==> config.mk <==
export PLATFORM = sky130hd
export DESIGN_NAME = fp_addsub_arbiter
export DESIGN_NICKNAME = d
export VERILOG_FILES = /design/src/rtl/fp_addsub_arbiter.sv
export SDC_FILE = /design/constraint.sdc
export NUM_CORES = 1
export LEC_CHECK = 0
export ABC_CLOCK_PERIOD_IN_PS = 2300
export CAP_MARGIN = 15
export CORE_AREA = 2 2 158 160
export CTS_BUF_LIST = sky130_fd_sc_hd__clkbuf_4 sky130_fd_sc_hd__clkbuf_8 sky130_fd_sc_hd__clkbuf_16
export DETAILED_ROUTE_END_ITERATION = 6
export DIE_AREA = 0 0 160 162
export PLACE_DENSITY = 0.64
export SLEW_MARGIN = 5
export SYNTH_ARGS = -nofsm -noshare
export SYNTH_HDL_FRONTEND = slang
export SYNTH_SLANG_ARGS = --single-unit
==> constraint.sdc <==
create_clock -name clk -period 2.3 [get_ports clk]
set_input_delay 0.46 -clock clk [delete_from_list [all_inputs] [get_ports clk]]
set_output_delay 0.46 -clock clk [all_outputs]
set_load 0.02 [all_outputs]
==> src/rtl/fp_addsub_arbiter.sv <==
// Round-robin front end that shares one Float_Add unit between N requesters.
// One operation is in flight at a time: IDLE picks a requester and latches its
// operands, LAUNCH pulses fa_start/gnt, WAIT collects fa_sum (or times out),
// and RESP pulses done for the granted requester.
//
// Ports:
//   clk, rst             rising-edge clock, synchronous active-low reset
//   req, op              per-requester request level and opcode (1 = X-Y)
//   x_in, y_in           packed operands, requester i at [32i+31:32i]
//   gnt, done            one-hot single-cycle accept / completion pulses
//   result, err          completion data; err=1 marks a watchdog timeout
//   busy                 high in every state except IDLE
//   fa_start, fa_x, fa_y request side of the shared adder
//   fa_valid, fa_sum     response side of the shared adder
module fp_addsub_arbiter #(
  parameter int unsigned N       = 4,
  parameter int unsigned TIMEOUT = 64,
  parameter int unsigned IDW     = 2
) (
  input  logic            clk,
  input  logic            rst,
  input  logic [N-1:0]    req,
  input  logic [N-1:0]    op,
  input  logic [32*N-1:0] x_in,
  input  logic [32*N-1:0] y_in,
  output logic [N-1:0]    gnt,
  output logic [N-1:0]    done,
  output logic [31:0]     result,
  output logic            err,
  output logic            busy,
  output logic            fa_start,
  output logic [31:0]     fa_x,
  output logic [31:0]     fa_y,
  input  logic            fa_valid,
  input  logic [31:0]     fa_sum
);

  localparam int unsigned CW = $clog2(TIMEOUT);
  localparam logic [31:0] QNAN = 32'h7FC0_0000;

  typedef enum logic [1:0] {StIdle, StLaunch, StWait, StResp} state_e;

  state_e         state_q, state_d;
  logic [IDW-1:0] id_q, id_d;
  logic [IDW-1:0] ptr_q, ptr_d;
  logic [CW-1:0]  cnt_q, cnt_d;

  logic [N-1:0]   gnt_d, done_d;
  logic [31:0]    result_d, fa_x_d, fa_y_d;
  logic           err_d, busy_d, fa_start_d;

  // Round-robin pick: first set req bit scanning upward from ptr, wrapping at N.
  logic           sel_found;
  logic [IDW-1:0] sel_id;
  int unsigned    scan_idx;

  always_comb begin
    sel_found = 1'b0;
    sel_id    = '0;
    scan_idx  = 0;
    for (int unsigned k = 0; k < N; k++) begin
      scan_idx = (32'(ptr_q) + k) % N;
      if (!sel_found && req[scan_idx]) begin
        sel_found = 1'b1;
        sel_id    = IDW'(scan_idx);
      end
    end
  end

  logic [31:0] sel_x, sel_y;
  assign sel_x = x_in[32*sel_id +: 32];
  assign sel_y = y_in[32*sel_id +: 32];

  always_comb begin
    state_d    = state_q;
    id_d       = id_q;
    ptr_d      = ptr_q;
    cnt_d      = cnt_q;
    gnt_d      = '0;
    done_d     = '0;
    fa_start_d = 1'b0;
    result_d   = result;
    err_d      = err;
    fa_x_d     = fa_x;
    fa_y_d     = fa_y;

    unique case (state_q)
      StIdle: begin
        if (sel_found) begin
          id_d          = sel_id;
          fa_x_d        = sel_x;
          // Subtraction is an add with Y's sign flipped.
          fa_y_d        = op[sel_id] ? {~sel_y[31], sel_y[30:0]} : sel_y;
          // Outputs are registered, so the LAUNCH-cycle pulses are set here.
          fa_start_d    = 1'b1;
          gnt_d[sel_id] = 1'b1;
          state_d       = StLaunch;
        end
      end
      StLaunch: begin
        cnt_d   = '0;
        state_d = StWait;
      end
      StWait: begin
        // A valid on the watchdog's last cycle still wins.
        if (fa_valid) begin
          result_d     = fa_sum;
          err_d        = 1'b0;
          done_d[id_q] = 1'b1;
          state_d      = StResp;
        end else if (cnt_q == CW'(TIMEOUT - 1)) begin
          result_d     = QNAN;
          err_d        = 1'b1;
          done_d[id_q] = 1'b1;
          state_d      = StResp;
        end else begin
          cnt_d = cnt_q + CW'(1);
        end
      end
      StResp: begin
        ptr_d   = IDW'((32'(id_q) + 1) % N);
        state_d = StIdle;
      end
      default: state_d = StIdle;
    endcase

    busy_d = (state_d != StIdle);
  end

  always_ff @(posedge clk) begin
    if (!rst) begin
      state_q  <= StIdle;
      id_q     <= '0;
      ptr_q    <= '0;
      cnt_q    <= '0;
      gnt      <= '0;
      done     <= '0;
      result   <= '0;
      err      <= 1'b0;
      busy     <= 1'b0;
      fa_start <= 1'b0;
      fa_x     <= '0;
      fa_y     <= '0;
    end else begin
      state_q  <= state_d;
      id_q     <= id_d;
      ptr_q    <= ptr_d;
      cnt_q    <= cnt_d;
      gnt      <= gnt_d;
      done     <= done_d;
      result   <= result_d;
      err      <= err_d;
      busy     <= busy_d;
      fa_start <= fa_start_d;
      fa_x     <= fa_x_d;
      fa_y     <= fa_y_d;
    end
  end

endmodule

# [Yosys cells after proc, flatten, opt, wreduce, memory -nomap -nowiden]
# Cells that the tools add are included.
[classes] n_addsub=5 n_mul=0 n_div=0 order_cmp=8 n_eq_ne=6 shift=2 muxes=37 bitwise_logic=1 reduce_logical=18
[ops] op="128-bit by 8-bit indexed part select with 32-bit output" n=2
[ops] op="32-bit 2-to-1 mux" n=3
[ops] op="2-bit by 3-bit less-than comparator with 1-bit output (second input constant)" n=6
[ops] op="1-bit 2-to-1 mux" n=14
[ops] op="2-bit 2-to-1 mux" n=7
[ops] op="6-bit 2-to-1 mux" n=2
[ops] op="6-bit one-hot mux with 2 select lines" n=1
[ops] op="1-bit binary-select mux with 2-bit select" n=5
[ops] op="4-bit 2-to-1 mux" n=2
[ops] op="2-bit one-hot mux with 4 select lines" n=1
[ops] op="2-bit AND reduction" n=4
[ops] op="6-bit by 1-bit adder with 6-bit output (second input constant)" n=1
[ops] op="6-bit == test (second input constant)" n=1
[ops] op="3-bit AND reduction" n=2
[ops] op="2-bit nonzero test" n=3
[ops] op="1-bit logical AND" n=5
[ops] op="2-bit by 1-bit adder with 2-bit output (second input constant)" n=2
[ops] op="2-bit adder (second input constant)" n=2
[ops] op="1-bit demux with 2-bit select" n=2
[ops] op="2-bit == test (second input constant)" n=2
[ops] op="2-bit by 1-bit greater-or-equal comparator with 1-bit output (second input constant)" n=2
[ops] op="2-bit != test (second input constant)" n=2
[ops] op="1-bit logical NOT" n=3
[ops] op="2-bit by 1-bit == test with 1-bit output (second input constant)" n=1
[ops] op="other kinds (2)" n=2
[word_totals] regBits=119 latchBits=0 ramBits=0 mem_bits_ro=0 input_bits=299 n_memories=0

# [Logic depth before layout (Yosys ltp)]
[depth] ltp_word=16 ltp_mapped=8 depth_no_buf=5

# [Worst setup path after synthesis]
# OpenSTA, ideal clock, no wires.
[synth_timing] path_type="in2reg" startpoint="input req[3]" endpoint="register fa_y[10]" setup_ns=0.128 arrival_ns=1.787 slack_ns=0.386 stages=8 cell_sequence="buf_2 > nor2_2 > or4_1 > buf_2 > buf_2 > nand3_1 > a21o_1 > a21oi_1"
[synth_via] elab_chain_cells=14 word_cells_on_any_way=25 classes_between="1 x shift; 17 x mux; 7 x reduce/logical"
[synth_rtl] element="start: declaration" line="22" rtl="input logic [N-1:0] req,"
[synth_rtl] element="1-bit binary-select mux with 2-bit select" line="63" rtl="if (!sel_found && req[scan_idx]) begin"
[synth_rtl] element="1-bit 2-to-1 mux (not written as such)" line="63"
[synth_rtl] element="1-bit 2-to-1 mux" line="63"
[synth_rtl] element="1-bit logical NOT" line="63"
[synth_rtl] element="1-bit logical AND" line="63"
[synth_rtl] element="1-bit 2-to-1 mux" line="63"
[synth_rtl] element="1-bit logical NOT" line="63"
[synth_rtl] element="1-bit logical AND" line="63"
[synth_rtl] element="1-bit 2-to-1 mux" line="63"
[synth_rtl] element="1-bit logical NOT" line="63"
[synth_rtl] element="1-bit logical AND" line="63"
[synth_rtl] element="2-bit 2-to-1 mux" line="63"
[synth_rtl] element="128-bit by 8-bit indexed part select with 32-bit output" line="72" rtl="assign sel_y = y_in[32*sel_id +: 32];"
[synth_rtl] element="32-bit 2-to-1 mux" line="93" rtl="fa_y_d = op[sel_id] ? {~sel_y[31], sel_y[30:0]} : sel_y;"
[synth_rtl] element="end signal: assignment" line="156" rtl="fa_y <= fa_y_d;"
[synth_rtl] element="end: declaration" line="33" rtl="output logic [31:0] fa_y,"
# Parallel ways exist; a longest one is shown, timed or not. The select of a mux whose other input is x is not followed.
# A chain may end at the register's enable or synchronous reset.

# [Worst setup path in the final report]
[layout_timing] startpoint="input req[3]" endpoint="register fa_y[9]"
# Same word-level chain as after synthesis.

==> impl_metrics.json <==
{
  "status": "complete, no violations",
  "synth-simple-area-share_pct": 12.7,
  "worstReg2RegEnd": "fa_y[9]",
  "cts_setup_buffers": 0,
  "async_flop_share_pct": 0,
  "register_area_sq_um": 2380,
  "yosysSeqAreaShare_pct": 38.5,
  "start_kind": "input pin",
  "cts_buffer_depth": 2,
  "syn_area_sq_um": 6190,
  "ys_warn_count": 0,
  "core-area_sq_um": 24100,
  "timing.fmax_ghz": 0.460,
  "cp_cell_sequence": "clkdlybuf4s50_1 > buf_4 > nor2_1 > o221a_2 > buf_12 > a221oi_1 > buf_4 > a21oi_1",
  "dieWidth_microns": 160,
  "p_seq_share_pct": 26.8,
  "ios": 406,
  "vdd_drop_max_mv": 0.577,
  "cp_slowest_cell": "clkdlybuf4s50_1",
  "crit_end": "fa_y[9]",
  "synth_top_family_by_area": "compound AO/OA/AOI/OAI gates",
  "crit_family": "buffers and inverters",
  "grt_usage_pct": 22.7,
  "r2r_cells": 7,
  "report.final.slew_viol_count": 0,
  "crit_start": "req[3]",
  "nets": 1469,
  "place_hpwl_microns": 22400,
  "drv_cap": 0,
  "rsz0062_at_grt": "no",
  "antenna_found_initial": 0,
  "path_buf_inv": 4,
  "antenna_cells": 0,
  "switchingPower_mw": 4.19,
  "drcViolationCount": 0,
  "internal_power_mw": 6.85,
  "drive_gt1_share_pct": 10.6,
  "reg2reg_setup_slack_ns": 0.30,
  "netlist_instances": 752,
  "synth_edf_count": 0,
  "relSlewSlack_pct": 65.9,
  "die_y_microns": 162,
  "clkLatencyLatePin_ns": 0.42,
  "cpPeakStageDelay_ns": 0.53,
  "hold_buffers": 0,
  "dr.pass1.iters": 5,
  "wire_per_inst_microns": 20.3,
  "post_drt_via_cell_ratio": 5.20,
  "num_rows": 57,
  "syn_nets": 1061,
  "crit_required_ns": 2.60,
  "cts_resized": 0,
  "start_util_pct": 25.7,
  "multi_input_area_sq_um": 3470,
  "via_count": 7777,
  "synth.top_cell.area_share_pct": 38.5,
  "synth_seq_cells": 119,
  "worstSetupPathType": "input pin to register",
  "setup-tns-final_ns": 0,
  "grt_overflow_total": 0,
  "path_depth": 8,
  "synthTopCellsByArea": "dfxtp_1 38%, o21ai_0 11%, a221oi_1 8.8%, a21o_1 7.5%, a21oi_1 5.9%",
  "cp-end-kind": "register",
  "synth.distinct_cells": 48,
  "layout_min_cycle_time_ns": 2.17,
  "synth_top_area_cell": "dfxtp_1",
  "post-place-ws_ns": -0.293,
  "setup_violations": 0,
  "synth_compound_area_share_pct": 39.9,
  "gp_congestion": 0.876,
  "power.density_nw_per_um2": 948,
  "reg2reg_from": "ptr_q[1]",
  "setup_slack_ns": 0.126,
  "die_area_sq_um": 25900,
  "numCtsBuffers": 17,
  "cp.arrival_ns": 2.48,
  "port_buffers": 405,
  "skew_ns": 0.0131,
  "path_max_fanout": 29,
  "nFillCells": 2335,
  "combPwrFrac_pct": 48.4,
  "final_common_cell": "clkdlybuf4s50_1",
  "synth-adder-area-share_pct": 2.02,
  "pwr-share-clk_pct": 24.8,
  "synth-xor-area-share_pct": 0.566,
  "hold_viol": 0,
  "ant_nets": 0,
  "cts_tree": "built",
  "worst_pin_slew_ns": 0.506,
  "syn_area_per_cell_sq_um": 8.23,
  "htreeDepth": 4,
  "grt_pass1_vias": 7650,
  "cts_root_buf": "clkbuf_16",
  "grt_first_pass_wirelength_microns": 45700,
  "hold_path.class": "input pin to register",
  "layout_common_cells": "404 x clkdlybuf4s50_1, 131 x o21ai_0, 119 x dfxtp_1, 73 x a21oi_1, 67 x nand3_1",
  "drt_iter0_drc": 564,
  "syn2layout_area_growth_pct": 88.1,
  "period_share_pct": 94.5,
  "synth.mux.area_fraction_pct": 0.505,
  "dominantRegCellSynth": "dfxtp_1",
  "wirelength_microns": 30400,
  "leakage_nw": 4.36,
  "clk_pin_slew_worst_paths_ns": 0.06,
  "cts.sinks": 119,
  "switching_share_pct": 37.9,
  "grt_max_degree": 52,
  "critical_path.most_common_cell": "buf_4"
}
[cell type report]
class,count,area share [%]
inverters,7,0.226
clock buffers,17,3.65
well taps,324,3.48
multi-input cells,546,29.8
clock inverters,15,1.44
flip-flops and latches,119,20.5
repair buffers,469,40.9
[stage by stage]
| step | instance area (sq um) | util (%) | std cells | power (mW) | hold slack (ns) |
|---|---|---|---|---|---|
| floorplan | 6190 | - | 752 | 5.43 | 0.469 |
| global placement | 11100 | 45.8 | 1465 | 8.32 | 0.483 |
| detailed placement | 11100 | 45.8 | 1465 | 8.34 | 0.486 |
| CTS | 11600 | 48.3 | 1497 | 11.1 | 0.352 |
| global route | 11600 | 48.3 | 1497 | 11.6 | 0.359 |
| finish | 11600 | 48.3 | 1497 | 11.0 | 0.369 |
[cell usage after synthesis (5+ instances only)]
master      n
and3_1      6
nand2_1    11
a21o_1     62
dfxtp_1   119
o21ai_0   131
nand2b_1    5
inv_1       6
a211oi_1    5
o221a_2    11
nor2_1     34
nand3_1    67
a21oi_1    73
nor2b_1     6
clkbuf_1   58
a221oi_1   62
buf_2      16
a22oi_1    23
ha_1       10
and2_1      5
[metal layers]
| metal | up-vias | track usage (%) | wire, microns |
|---|---|---|---|
| met1 | 3679 | 28.6 | 12900 |
| li1 | 3680 | - | - |
| met5 | - | 0 | 0 |
| met2 | 372 | 37.8 | 14300 |
| met4 | 0 | 8.07 | 802 |
| met3 | 46 | 5.92 | 2390 |
[power groups by stage]
stage / logic, mW / clock network (mW) / registers, mW
6_report: 5.35 / 2.73 / 2.96
5_1_grt: 5.70 / 2.89 / 3.03
4_1_cts: 5.38 / 2.80 / 2.96
3_5_place_dp: 5.36 / 0 / 2.99
3_3_place_gp: 5.33 / 0 / 2.99
2_1_floorplan: 1.82 / 0 / 3.61
[worst min-delay path, delay by kind of cell]
| family | cells | cell delay, ns |
|---|---|---|
| compound gates | 2 | 0.12 |
| buf+inv | 1 | 0.14 |
[sequential cells by signal, indices dropped and copies added, names as in the netlist, 2 cells and up]
register / count
cnt_q: 6
done: 4
fa_x: 32
fa_y: 32
gnt: 4
id_q: 2
ptr_q: 2
result: 32
state_q: 2
[logic make-up (layout without fill, tap and decap cells)]
family	after synthesis	count (layout)
AO/OA/AOI/OAI	379	379
XOR/XNOR	4	4
adder cells (fa/ha/maj)	10	10
buffers and inverters	87	508
flip-flops	119	119
multiplexers	3	3
AND/OR/NAND/NOR	150	150
[worst min-delay path by stage]
| stage | startpoint | end | slack, ns | cells after the start |
|---|---|---|---|---|
| 3_5_place_dp | err | err | 0.49 | 2 |
| 4_1_cts | rst | fa_y[31] | 0.35 | 3 |
| 6_report | rst | fa_y[31] | 0.37 | 3 |
| 3_3_place_gp | err | err | 0.48 | 2 |
| 2_1_floorplan | id_q[1] | id_q[1] | 0.47 | 2 |
| 5_1_grt | rst | fa_y[31] | 0.36 | 3 |
(Power assumes the default switching activity.)
